==> config.mk <==
export PLATFORM = sky130hd
export DESIGN_NAME = ofm_addr_controller
export DESIGN_NICKNAME = d
export VERILOG_FILES = /design/src/rtl/ofm_addr_controller_pkg.sv /design/src/rtl/ofm_addr_controller_pos_counter.sv /design/src/rtl/ofm_addr_controller.sv
export SDC_FILE = /design/constraint.sdc
export NUM_CORES = 1
export LEC_CHECK = 0
export CORE_ASPECT_RATIO = 1.1
export CORE_MARGIN = 8
export CORE_UTILIZATION = 35
export DETAILED_ROUTE_END_ITERATION = 10
export PLACE_DENSITY_LB_ADDON = 0.05
export SYNTH_ARGS = -nofsm -noshare
export SYNTH_HDL_FRONTEND = slang
export SYNTH_HIERARCHICAL = 1
export SYNTH_SLANG_ARGS = --single-unit
==> constraint.sdc <==
create_clock -name clk -period 2 [get_ports clk]
set_input_delay 0.2 -clock clk [delete_from_list [all_inputs] [get_ports clk]]
set_output_delay 0.2 -clock clk [all_outputs]
set_load 0.01 [all_outputs]
==> src/rtl/ofm_addr_controller_pkg.sv <==
// Shared constants and helpers for OFM write-address generation.
// Geometry is parameter-dependent, so derived values are exposed as constant functions.
package ofm_addr_controller_pkg;

  localparam int unsigned DEF_ADDR_WIDTH    = 22;
  localparam int unsigned DEF_SYSTOLIC_SIZE = 16;
  localparam int unsigned DEF_OFM_SIZE      = 32;
  localparam int unsigned FILTER_W          = 7;
  localparam int unsigned SIZE_W            = 5;

  // Number of column blocks needed to cover one OFM row.
  function automatic int unsigned calc_nblk(input int unsigned ofm, input int unsigned sys);
    return (ofm + sys - 1) / sys;
  endfunction

  function automatic int unsigned calc_map_words(input int unsigned ofm);
    return ofm * ofm;
  endfunction

  // Counter width that never collapses to zero bits for single-value ranges.
  function automatic int unsigned cnt_w(input int unsigned n);
    return (n <= 1) ? 1 : $clog2(n);
  endfunction

  // Valid width of a segment; the last block may be partial.
  function automatic int unsigned min_size(input int unsigned blk, input int unsigned ofm,
                                           input int unsigned sys);
    int unsigned rem;
    rem = ofm - blk * sys;
    return (rem < sys) ? rem : sys;
  endfunction

endpackage

==> src/rtl/ofm_addr_controller_pos_counter.sv <==
// Row/column-block position walker: rows of block 0 first, then block 1, wrapping to (0,0).
// clear forces the effective position to (0,0) in the same cycle it is asserted.
module ofm_pos_counter
  import ofm_addr_controller_pkg::*;
#(
  parameter int unsigned OFM_SIZE      = DEF_OFM_SIZE,
  parameter int unsigned SYSTOLIC_SIZE = DEF_SYSTOLIC_SIZE,
  parameter int unsigned NBLK          = calc_nblk(OFM_SIZE, SYSTOLIC_SIZE),
  parameter int unsigned ROW_W         = cnt_w(OFM_SIZE),
  parameter int unsigned BLK_W         = cnt_w(NBLK)
) (
  input  logic             clk,
  input  logic             rst,
  input  logic             write,
  input  logic             clear,
  output logic [ROW_W-1:0] erow_c,
  output logic [BLK_W-1:0] eblk_c
);

  localparam logic [ROW_W-1:0] LAST_ROW = ROW_W'(OFM_SIZE - 1);
  localparam logic [BLK_W-1:0] LAST_BLK = BLK_W'(NBLK - 1);

  logic [ROW_W-1:0] row, row_nxt;
  logic [BLK_W-1:0] blk, blk_nxt;

  always_ff @(posedge clk or posedge rst) begin
    if (rst) begin
      row <= '0;
      blk <= '0;
    end else begin
      row <= row_nxt;
      blk <= blk_nxt;
    end
  end

  // Effective position and next-state; write consumes the effective position.
  always_comb begin
    erow_c  = clear ? '0 : row;
    eblk_c  = clear ? '0 : blk;
    row_nxt = erow_c;
    blk_nxt = eblk_c;
    if (write) begin
      if (erow_c == LAST_ROW) begin
        row_nxt = '0;
        blk_nxt = (eblk_c == LAST_BLK) ? '0 : eblk_c + BLK_W'(1);
      end else begin
        row_nxt = erow_c + ROW_W'(1);
      end
    end
  end

endmodule

==> src/rtl/ofm_addr_controller.sv <==
// OFM write-address generator: segment start address and valid width for the current position.
// Outputs are combinational so a filter change is visible in the same cycle.
module ofm_addr_controller
  import ofm_addr_controller_pkg::*;
#(
  parameter int unsigned ADDR_WIDTH    = DEF_ADDR_WIDTH,
  parameter int unsigned SYSTOLIC_SIZE = DEF_SYSTOLIC_SIZE,
  parameter int unsigned OFM_SIZE      = DEF_OFM_SIZE
) (
  input  logic                  clk,
  input  logic                  rst_n,
  input  logic                  write,
  input  logic [FILTER_W-1:0]   count_filter,
  output logic [ADDR_WIDTH-1:0] ofm_addr,
  output logic [SIZE_W-1:0]     size
);

  localparam int unsigned NBLK      = calc_nblk(OFM_SIZE, SYSTOLIC_SIZE);
  localparam int unsigned MAP_WORDS = calc_map_words(OFM_SIZE);
  localparam int unsigned ROW_W     = cnt_w(OFM_SIZE);
  localparam int unsigned BLK_W     = cnt_w(NBLK);

  logic [FILTER_W-1:0] prev_filter;
  logic                chg_c;
  logic [ROW_W-1:0]    erow_c;
  logic [BLK_W-1:0]    eblk_c;

  // rst_n is active-high despite its name.
  always_ff @(posedge clk or posedge rst_n) begin
    if (rst_n) prev_filter <= '0;
    else       prev_filter <= count_filter;
  end

  assign chg_c = (count_filter != prev_filter);

  ofm_pos_counter #(
    .OFM_SIZE      (OFM_SIZE),
    .SYSTOLIC_SIZE (SYSTOLIC_SIZE),
    .NBLK          (NBLK),
    .ROW_W         (ROW_W),
    .BLK_W         (BLK_W)
  ) u_pos (
    .clk    (clk),
    .rst    (rst_n),
    .write  (write),
    .clear  (chg_c),
    .erow_c (erow_c),
    .eblk_c (eblk_c)
  );

  // All terms wrap modulo 2^ADDR_WIDTH; multipliers are constants.
  always_comb begin
    ofm_addr = ADDR_WIDTH'(count_filter) * ADDR_WIDTH'(MAP_WORDS)
             + ADDR_WIDTH'(erow_c) * ADDR_WIDTH'(OFM_SIZE)
             + ADDR_WIDTH'(eblk_c) * ADDR_WIDTH'(SYSTOLIC_SIZE);
    size     = SIZE_W'(min_size(32'(eblk_c), OFM_SIZE, SYSTOLIC_SIZE));
  end

endmodule

# [Word level (Yosys, flattened, before mapping)]
# Cells that the tools add are included.
# Widths: inputs -> output; s select.
[word_totals] register_bits=13 inputBits=10 output_inout_bits=27 wordCells=19
[op_classes] n_addsub=5 order_cmp=1 eq_ne=2 muxes=8
[op_table] operator="$lt 32x5->1 const B" count=1
[op_table] operator="$mux 5" count=4
[op_table] operator="$add 18x5->19" count=1
[op_table] operator="$add 17x10->18" count=1
[op_table] operator="$ne 7x7->1" count=1
[op_table] operator="$sub 6x5->7 const A" count=1
[op_table] operator="$add 5x1->5 const B" count=1
[op_table] operator="$eq 5x5->1 const B" count=1
[op_table] operator="$mux 1" count=4
[op_table] operator="$add 1x1->1 const B" count=1

# [Depth between registers and ports, before layout]
# Gate-level depths: netlist of run 1.
[logic_depth] ltp_word=6 mapped_depth=10 mapped_depth_nobuf=10

# [By module]
# Netlist of run 1, hierarchy kept.
[modules_own_cells] mod="ofm_addr_controller" instances=1 cells_per_inst=41 area_each_um2=425.4 seq_area_each_um2=175.2
[modules_own_cells] mod="ofm_pos_counter" instances=1 cells_per_inst=29 area_each_um2=311.5 seq_area_each_um2=150.1

# [Worst setup path before layout of run 1]
# OpenSTA, ideal clock, no wires.
[synth_timing] path_type="reg2reg" from="register prev_filter[5]" to="register u_pos.row[4]" setup_time_ns=0.125 t_arrival_ns=2.153 t_required_ns=1.875 path_slack_ns=-0.277 stages_incl_launch_ff=9 n_path_buf=0 synth_period_minus_slack_ns=2.277 cell_sequence="dfrtp_1 xor2_1 nor4_1 nand4_1 nor2b_1 ha_1 and3_1 ha_1 mux2_2"
[synth_via] elab_chain_cells=5 word_cells_on_any_way=6 classes_between="add/sub (1); eq/ne (2); mux (3)"
[synth_rtl] item="start, declared" line="ofm_addr_controller.sv:23" source="logic [FILTER_W-1:0] prev_filter;"
[synth_rtl] item="start signal, assigned" line="ofm_addr_controller.sv:31" source="else prev_filter <= count_filter;"
[synth_rtl] item="$ne 7x7->1 (*)" line="ofm_addr_controller.sv:34" source="assign chg_c = (count_filter != prev_filter);"
[synth_rtl] item="via chg_c" line="ofm_addr_controller.sv:24" source="logic chg_c;"
[synth_rtl] item="$mux 5 (*)" line="ofm_addr_controller_pos_counter.sv:38" source="erow_c = clear ? '0 : row;"
[synth_rtl] item="$add 5x1->5 / $eq 5x5->1 (equally long branches)" line="ofm_addr_controller_pos_counter.sv:47, ofm_addr_controller_pos_counter.sv:43"
[synth_rtl] item="$mux 5" line="ofm_addr_controller_pos_counter.sv:43" source="if (erow_c == LAST_ROW) begin"
[synth_rtl] item="$mux 5 (*)" line="ofm_addr_controller_pos_counter.sv:42" source="if (write) begin"
[synth_rtl] item="via u_pos.row_nxt[4]" line="ofm_addr_controller_pos_counter.sv:23" source="logic [ROW_W-1:0] row, row_nxt;"
[synth_rtl] item="end signal, assigned" line="ofm_addr_controller_pos_counter.sv:31" source="row <= row_nxt;"
[synth_rtl] item="end, declared" line="ofm_addr_controller_pos_counter.sv:23"
# Mark *: on every way through the listed nets, which the timed path passes. The rest lies on a longest branch.

# [Final worst setup path of run 1]
# Ends and elaborated chain as after synthesis.

==> impl_metrics.env, run 1 <==
export IMPL_status="finished with violations"
export IMPL_violations="negative setup slack"
export IMPL_io_pin_count=37
export IMPL_path_common_cell="ha_4"
export IMPL_antenna_found_initial=0
export IMPL_setup_worst_path_start_class="register"
export IMPL_peakVddDrop_mv=0.3540
export IMPL_core_area_mm2=0.001999
export IMPL_syn_to_final_growth_pct=54.84
export IMPL_fp_row_count=17
export IMPL_yosys_top_cells_count="buf_4, dfrtp_1, nor2b_1, xnor2_1, xor2_1"
export IMPL_finalHoldViolCount=0
export IMPL_rsz0062_at_grt="yes"
export IMPL_fin_crit_sh=1.079
export IMPL_cts_clk_slew_worst_paths_ps=80
export IMPL_synth_seq_area_share=0.4414
export IMPL_cts_tree="done"
export IMPL_netlist_instances=70
export IMPL_cts_buffer_depth=2
export IMPL_grt_pass1_vias=579
export IMPL_drive_gt1_frac=0.3810
export IMPL_cp_max_fo=6
export IMPL_rr_startpoint="prev_filter[5]"
export IMPL_synth_area_top_cells="dfrtp_1, buf_4, xnor2_1"
export IMPL_die_y_um=64.13
export IMPL_synthMostInstantiatedCell="buf_4"
export IMPL_finalWorstSetupSlack_ps=-157.2
export IMPL_dr_pass1_iters=2
export IMPL_dp_cells=122
export IMPL_grt_max_degree=8
export IMPL_dp_slack_ps=-565.4
export IMPL_fill_cells=185
export IMPL_synth_ff_type="dfrtp_1"
export IMPL_port_buffers=22
export IMPL_skew_ps=2.890
export IMPL_cp_startpoint="prev_filter[5]"
export IMPL_p_leak_nw=0.5366
export IMPL_fin_nets=118
export IMPL_crit_type="reg -> reg"
export IMPL_clkSinkCount=13
export IMPL_crit_end="u_pos/row[4]"
export IMPL_htree_levels=1
export IMPL_grt_pass1_wl_mm=2.553
export IMPL_wire_per_inst_um=12.32
export IMPL_max_cap_violations=0
export IMPL_clockRootBuffer="clkbuf_4"
export IMPL_gp_congestion=0.7053
export IMPL_avgSynthCellArea_um2=10.53
export IMPL_fin_crit_ps=2157
export IMPL_cp_end_kind="register"
export IMPL_async_reset_ff_frac=1.000
export IMPL_num_antenna_cells=0
export IMPL_stdcell_count=133
export IMPL_vias=531
export IMPL_synth_seq_cells=13
export IMPL_multiInputGateArea_um2=365.4
export IMPL_yosysWarnings=6
export IMPL_reg2reg_to="u_pos/row[4]"
export IMPL_synth_area_um2=737.0
export IMPL_track_usage=0.08576
export IMPL_detail_route_antenna_nets=0
export IMPL_regArea_um2=325.3
export IMPL_slowest_stage="dfrtp_1"
export IMPL_max_clock_freq_mhz=463.6
export IMPL_cp_cell_sequence="xor2_1, nor4_2, nand4_1, buf_6, nor2b_4, ha_4, and3_4, ha_4, mux2_4"
export IMPL_final_util=0.5707
export IMPL_max_stage_delay_ps=380
export IMPL_die_x_um=59.75
export IMPL_wl_mm=1.638
export IMPL_yosysTopAreaCell="dfrtp_1"
export IMPL_r2r_slack_ps=-160
export IMPL_worstRegToRegCells=9
export IMPL_powerDensity_mw_per_mm2=459.3
export IMPL_overflow=0
export IMPL_die_area_mm2=0.003831
export IMPL_dr_first_iter_drc_count=1
export IMPL_dp_hpwl_mm=1.219
export IMPL_synth_edf_count=0
export IMPL_critPathArrivalTime_ps=2320
export IMPL_viasPerCell=3.992
export IMPL_hold_class="in -> async"
export IMPL_cts_made_buffers=3
export IMPL_setup_viol=8
export IMPL_clk_latency_ps=270
export IMPL_drc=0
export IMPL_start_util=0.3686
export IMPL_maxSlewViolCount=0
export IMPL_required_ps=2160
export IMPL_yosysUniqueCellTypes=19
export IMPL_yosysTopAreaCellShare=0.4414
[worst min-delay path by stage]
stage / end / slack [ps] / cells past startpoint
after global routing: u_pos/row[4] / 200 / 2
final: u_pos/blk / 170 / 2
after floorplan: u_pos/blk / -9 / 1
after CTS: u_pos/row[1] / 170 / 2
after global placement: u_pos/row[1] / 470 / 2
after detailed placement: u_pos/row[1] / 470 / 2
[per-layer routing]
metal	part of all wire	global-route usage	vias to the layer above
li1	-	-	260
met1	0.38	0.09175	247
met2	0.50	0.1377	22
met3	0.11	0.03200	2
met4	0.010	0.05373	0
met5	0	0	-
[report_power, final]
group	leakage [nW]	internal [mW]	switching, mW
sequential	0.163	0.271	0.00406
clock	0.0150	0.0772	0.0838
combinational	0.358	0.0448	0.0433
total	0.537	0.393	0.131
[cell type report]
type / instances / share of cell area
inverter: 3 / 0.009868
tap: 28 / 0.03070
sequential: 13 / 0.2851
timing repair buffer: 41 / 0.3311
multi-input combinational: 44 / 0.3202
clock buffer: 4 / 0.02303
[state kept, by name, indices dropped and copies added, names as in the netlist]
signal,count
u_pos/row,5
u_pos/blk,1
prev_filter,7
[through the flow]
stage               cell area [µm²]  total power [mW]  hold WS [ps]  setup TNS, ps
floorplan                     787.0            0.3448        -9.041         -438.4
global placement              967.2            0.3662         472.7          -4321
detailed placement            967.2            0.3661         469.5          -4532
CTS                            1071            0.5347         165.1         -714.4
global route                   1141            0.5503         201.1          -1628
finish                         1141            0.5241         165.2         -470.8
[cells in the final DEF, fill, tap and decap left out]
cell and count:
dfrtp_1 13, inv_2 1, conb_1 14, mux2_4 1
nand2_1 1, nand3_1 1, nor4_2 1, clkdlybuf4s50_1 12
inv_1 2, o21ai_1 1, mux2_2 1, nor2b_4 4
xnor2_1 5, clkbuf_1 1, xnor2_2 1, dlygate4sd2_1 5
clkbuf_4 3, nand2_4 1, and3_4 1, a21oi_1 1
a31oi_1 1, buf_4 15, or4_1 1, ha_4 2
nand4_1 1, nor2b_1 2, clkdlybuf4s15_2 1, xor2_1 4
buf_6 8
[kinds of logic after synthesis]
group,synth area share
multiplexers,0.03056
adder cells (fa/ha/maj),0.03395
AND/OR/NAND/NOR,0.1036
AO/OA/AOI/OAI,0.02206
flip-flops,0.4414
XOR/XNOR,0.1188
buffers and inverters,0.2394
other,0.01019
[worst max-delay path, delay by kind of cell, from the launching register on]
| kind | cells | cell delay [ps] |
|---|---|---|
| XOR/XNOR | 1 | 150 |
| adder cells (fa/ha/maj) | 2 | 340 |
| buffers and inverters | 1 | 160 |
| flip-flops | 1 | 380 |
| multiplexers | 1 | 260 |
| AND/OR/NAND/NOR | 4 | 740 |
[timing repair]
action / in CTS / in global routing
endpoints found under the setup margin: 9 / 9
resized for setup: 36 / 12
hold endpoints to repair: 0 / 0
pin swaps: 8 / 3
setup buffers: 4 / 5
hold buffers: 0 / 0
Note: power is estimated with default switching activity, not from simulation.
==> run 2, diff against run 1 <==
--- a/config.mk
+++ b/config.mk
@@ -5,9 +5,11 @@
 export SDC_FILE = /design/constraint.sdc
 export NUM_CORES = 1
 export LEC_CHECK = 0
+export CELL_PAD_IN_SITES_DETAIL_PLACEMENT = 0
+export CELL_PAD_IN_SITES_GLOBAL_PLACEMENT = 1
 export CORE_ASPECT_RATIO = 1.1
 export CORE_MARGIN = 8
-export CORE_UTILIZATION = 35
+export CORE_UTILIZATION = 25
 export DETAILED_ROUTE_END_ITERATION = 10
 export PLACE_DENSITY_LB_ADDON = 0.05
 export SYNTH_ARGS = -nofsm -noshare
==> impl_metrics.env, run 2 (synthesis gave the netlist of run 1 again) <==
export IMPL_status="finished with violations"
export IMPL_violations="negative setup slack"
export IMPL_finalHoldViolCount=0
export IMPL_die_y_um=72.95
export IMPL_r2r_slack_ps=-160
export IMPL_fill_cells=294
export IMPL_p_clk_frac=0.306
export IMPL_p_seq_frac=0.525
export IMPL_max_cap_violations=0
export IMPL_largest_register="prev_filter"
export IMPL_wire_per_inst_um=11.45
export IMPL_rr_startpoint="prev_filter[5]"
export IMPL_grt_pass1_vias=566
export IMPL_port_buffers=22
export IMPL_hold_class="in -> async"
export IMPL_grt_max_degree=8
export IMPL_swShare=0.2469
export IMPL_cts_made_buffers=3
export IMPL_worstRegToRegCells=9
export IMPL_p_total_mw=0.5238
export IMPL_fin_crit_ps=2162
export IMPL_cp_end_kind="register"
export IMPL_gp_congestion=0.6982
export IMPL_detail_route_antenna_nets=0
export IMPL_cts_buffer_depth=2
export IMPL_viasPerCell=3.763
export IMPL_start_util=0.2653
export IMPL_setup_viol=6
export IMPL_peakVddDrop_mv=0.2970
export IMPL_finalWorstSetupSlack_ps=-162.2
export IMPL_cts_clk_slew_worst_paths_ps=80
export IMPL_htree_levels=1
export IMPL_num_antenna_cells=0
export IMPL_overflow=0
export IMPL_combPwrFrac=0.169
export IMPL_setup_worst_path_start_class="register"
export IMPL_final_util=0.4113
export IMPL_crit_type="reg -> reg"
export IMPL_clockRootBuffer="clkbuf_4"
export IMPL_track_usage=0.06471
export IMPL_wl_mm=1.591
export IMPL_rsz0062_at_grt="yes"
export IMPL_reg2reg_to="u_pos/row[4]"
export IMPL_switching_power_mw=0.1293
export IMPL_die_area_mm2=0.004943
export IMPL_largest_reg_flops=7
export IMPL_postCtsHoldBufs=0
export IMPL_drc=0
export IMPL_critPathArrivalTime_ps=2320
export IMPL_io_pin_count=37
export IMPL_p_int_mw=0.3945
export IMPL_dr_first_iter_drc_count=5
export IMPL_drive_gt1_frac=0.3774
export IMPL_cp_max_fo=5
export IMPL_fin_area_mm2=0.001142
export IMPL_fin_crit_sh=1.081
export IMPL_dr_pass1_iters=4
export IMPL_max_clock_freq_mhz=462.5
export IMPL_fp_row_count=20
export IMPL_grt_pass1_wl_mm=2.428
export IMPL_p_leak_nw=0.5226
export IMPL_dp_hpwl_mm=1.254
export IMPL_maxSlewViolCount=0
export IMPL_cts_tree="done"
export IMPL_fin_nets=119
export IMPL_final_setup_tns_ps=-469.9
export IMPL_required_ps=2160
export IMPL_skew_ps=6.793
export IMPL_layout_common_cells="buf_4, conb_1, clkdlybuf4s50_1, dfrtp_1, buf_6"
export IMPL_antenna_found_initial=0
export IMPL_syn_to_final_growth_pct=55.01
export IMPL_die_x_um=67.77
export IMPL_final_common_cell="buf_4"
export IMPL_core_area_mm2=0.002778
export IMPL_clk_latency_ps=270
export IMPL_vias=523
export IMPL_powerDensity_mw_per_mm2=458.6
export IMPL_top_regs="prev_filter: 7 flops, u_pos/row: 5 flops, u_pos/blk: 1 flops"
export IMPL_clkSinkCount=13
export IMPL_postPlaceCellArea_um2=980.9
## run 2: worst max path at each step
stage	start	end	slack [ps]	cells after the start
detailed placement	count_filter[5]	u_pos/row[3]	-490	12
finish	prev_filter[5]	u_pos/row[4]	-160	9
global placement	count_filter[5]	u_pos/row[4]	-490	10
global route	prev_filter[5]	u_pos/row[4]	-280	9
floorplan	prev_filter[5]	u_pos/row[4]	-200	8
CTS	prev_filter[0]	u_pos/row[4]	-180	9
## run 2: per-stage QoR
step	std cells	setup WS, ps	hold WS (ps)
floorplan	82	-201.1	-9.041
global placement	128	-488.6	482.5
detailed placement	128	-488.9	485.8
CTS	135	-177.2	186.4
global route	139	-278.8	187.9
finish	139	-162.2	173.2
## run 2: power groups by stage
stage / Clock, mW / Sequential (mW) / Combinational (mW)
final: 0.160 / 0.275 / 0.0886
after global routing: 0.182 / 0.276 / 0.0970
after CTS: 0.170 / 0.275 / 0.0889
after detailed placement: 0 / 0.280 / 0.0875
after global placement: 0 / 0.280 / 0.0879
after floorplan: 0 / 0.280 / 0.0653
## run 2: cell type report
| type | count | area [µm²] | area share |
|---|---|---|---|
| clock buffers | 4 | 26.28 | 0.02300 |
| inverters | 3 | 11.26 | 0.009858 |
| multi-input cells | 44 | 354.1 | 0.3100 |
| flip-flops and latches | 13 | 325.3 | 0.2848 |
| well taps | 33 | 41.29 | 0.03614 |
| repair buffers | 42 | 384.1 | 0.3363 |
## run 2: timing repair
action	4_1_cts	5_1_grt
resized for setup	36	11
pin swaps	7	5
cloned	0	0
endpoints found under the setup margin	9	9
setup buffers	3	5
hold endpoints to repair	0	0
## run 2: metal layers
layer | GRT usage | share of wire
met2 | 0.1022 | 0.51
met4 | 0.02791 | 0.0050
met1 | 0.06613 | 0.37
met3 | 0.03994 | 0.11
met5 | 0 | 0
## run 2: critical path: stages, from the launching register on
cell and delay (ps):
dfrtp_1 380, xor2_1 150, nor4_1 300, nand4_1 150, buf_6 170, nor2b_4 140
ha_4 150, and3_4 170, ha_4 190, mux2_4 260
==> run 3, diff against run 2 <==
--- a/config.mk
+++ b/config.mk
@@ -12,6 +12,7 @@
 export CORE_UTILIZATION = 25
 export DETAILED_ROUTE_END_ITERATION = 10
 export PLACE_DENSITY_LB_ADDON = 0.05
+export RECOVER_POWER = 100
 export SYNTH_ARGS = -nofsm -noshare
 export SYNTH_HDL_FRONTEND = slang
 export SYNTH_HIERARCHICAL = 1
==> impl_metrics.env, run 3 (synthesis gave the netlist of run 1 again) <==
export IMPL_vias=526
export IMPL_status="finished with violations"
export IMPL_critPathArrivalTime_ps=2330
export IMPL_violations="negative setup slack"
export IMPL_layout_common_cells="buf_4, conb_1, dfrtp_1, dlygate4sd3_1, buf_6"
export IMPL_core_area_mm2=0.002778
export IMPL_cts_tree="done"
export IMPL_p_leak_nw=0.5252
export IMPL_setup_worst_path_start_class="register"
export IMPL_rsz0062_at_grt="yes"
export IMPL_finalHoldViolCount=0
export IMPL_clkSinkCount=13
export IMPL_critical_path_top_delay_family="simple AND/OR/NAND/NOR gates"
export IMPL_gp_congestion=0.6982
export IMPL_start_util=0.2653
export IMPL_io_pin_count=37
export IMPL_num_antenna_cells=0
export IMPL_regArea_um2=325.3
export IMPL_clockRootBuffer="clkbuf_4"
export IMPL_max_cap_violations=0
export IMPL_dr_first_iter_drc_count=5
export IMPL_max_clock_freq_mhz=462.3
export IMPL_whs_ps=305.1
export IMPL_slowest_stage="dfrtp_1"
export IMPL_fin_crit_ps=2163
export IMPL_finalWorstSetupSlack_ps=-163.3
export IMPL_viasPerCell=3.784
export IMPL_p_clk_frac=0.309
export IMPL_maxSlewViolCount=0
export IMPL_wire_per_inst_um=11.33
export IMPL_crit_buf_inv=1
export IMPL_cp_max_fo=5
export IMPL_overflow=0
export IMPL_fp_row_count=20
export IMPL_cp_end_kind="register"
export IMPL_swShare=0.2481
export IMPL_setup_viol=7
export IMPL_switching_power_mw=0.1287
export IMPL_p_seq_frac=0.530
export IMPL_track_usage=0.06471
export IMPL_p_total_mw=0.5186
export IMPL_cts_made_buffers=3
export IMPL_port_buffers=22
export IMPL_p_int_mw=0.3899
export IMPL_hold_class="in -> async"
export IMPL_die_x_um=67.77
export IMPL_drive_gt1_frac=0.3679
export IMPL_max_stage_delay_ps=380
export IMPL_syn_to_final_growth_pct=53.99
export IMPL_powerDensity_mw_per_mm2=457.0
export IMPL_dp_hpwl_mm=1.254
export IMPL_cp_cell_sequence="xor2_1, nor4_1, nand4_1, buf_6, nor2b_4, ha_4, and3_4, ha_4, mux2_4"
export IMPL_die_y_um=72.95
export IMPL_htree_levels=1
export IMPL_combPwrFrac=0.161
export IMPL_grt_pass1_vias=566
export IMPL_largest_reg_flops=7
export IMPL_grt_pass1_wl_mm=2.428
export IMPL_dr_pass1_iters=4
export IMPL_grt_max_degree=8
export IMPL_clk_latency_ps=270
export IMPL_final_common_cell="buf_4"
export IMPL_die_area_mm2=0.004943
export IMPL_required_ps=2160
export IMPL_crit_type="reg -> reg"
export IMPL_largest_register="prev_filter"
export IMPL_detail_route_antenna_nets=0
export IMPL_top_regs="prev_filter: 7 flops, u_pos/row: 5 flops, u_pos/blk: 1 flops"
export IMPL_fin_nets=119
export IMPL_drc=0
export IMPL_path_common_cell="ha_4"
export IMPL_skew_ps=6.742
export IMPL_antenna_found_initial=0
export IMPL_multiInputGateArea_um2=346.6
export IMPL_fill_cells=296
export IMPL_peakVddDrop_mv=0.2970
export IMPL_fin_crit_sh=1.082
export IMPL_cts_clk_slew_worst_paths_ps=80
export IMPL_wl_mm=1.575
export IMPL_cts_buffer_depth=2
==> run 3: changes by cell type in the layout (fill, tap and decap cells not counted), sizes merged <==
cell and change:
buf -2, clkbuf +2, clkdlybuf4s50 -11, dlygate4sd3 +11
==> run 3: area by class of cell <==
class | count | area share
Clock buffer | 4 | 0.02315
Inverter | 3 | 0.009923
Multi-Input combinational cell | 44 | 0.3054
Sequential cell | 13 | 0.2867
Tap cell | 33 | 0.03638
Timing Repair Buffer | 42 | 0.3385
==> run 3: path summary, 6_finish.rpt <==
path | start | cells past startpoint | slack, ps | endpoint
setup / recovery | prev_filter[5] | 9 | -160 | u_pos/row[4]
hold / removal | rst_n | 2 | 310 | u_pos/row[4]
setup reg to reg | prev_filter[5] | 9 | -160 | u_pos/row[4]
hold reg to reg | u_pos/row[3] | 2 | 560 | u_pos/row[3]
max in group asynchronous | rst_n | 2 | 1470 | prev_filter[6]
min in group clk | count_filter[0] | 2 | 320 | prev_filter[0]
==> run 3: per-stage QoR <==
step / std cells / area (µm²) / TNS (ps) / utilization / worst slack [ps]
finish: 139 / 1135 / -516.5 / 0.4086 / -163.3
global route: 139 / 1135 / -1581 / 0.4086 / -278.8
CTS: 135 / 1052 / -531.7 / 0.3788 / -177.2
detailed placement: 128 / 980.9 / -3918 / 0.3532 / -488.9
global placement: 128 / 980.9 / -4053 / 0.3532 / -488.6
floorplan: 82 / 787.0 / -438.4 / - / -201.1
==> run 3: layer usage <==
metal | track usage | routed length, µm | up-vias
li1 | - | - | 258
met1 | 0.06613 | 585 | 248
met2 | 0.1022 | 817 | 18
met3 | 0.03994 | 164 | 2
met4 | 0.02791 | 8 | 0
met5 | 0 | 0 | -
==> run 3: timing repair <==
item	CTS	global route
setup buffers	3	5
endpoints found under the hold margin	0	0
pin swaps	7	5
resized for setup	36	11
hold buffers	0	0
setup endpoints to repair	9	9
==> run 3: power by group through the flow <==
stage               clock network [mW]  logic, mW  registers, mW
finish                           0.160     0.0834          0.275
global placement                     0     0.0879          0.280
CTS                              0.170     0.0889          0.275
global route                     0.182     0.0919          0.276
detailed placement                   0     0.0875          0.280
floorplan                            0     0.0653          0.280
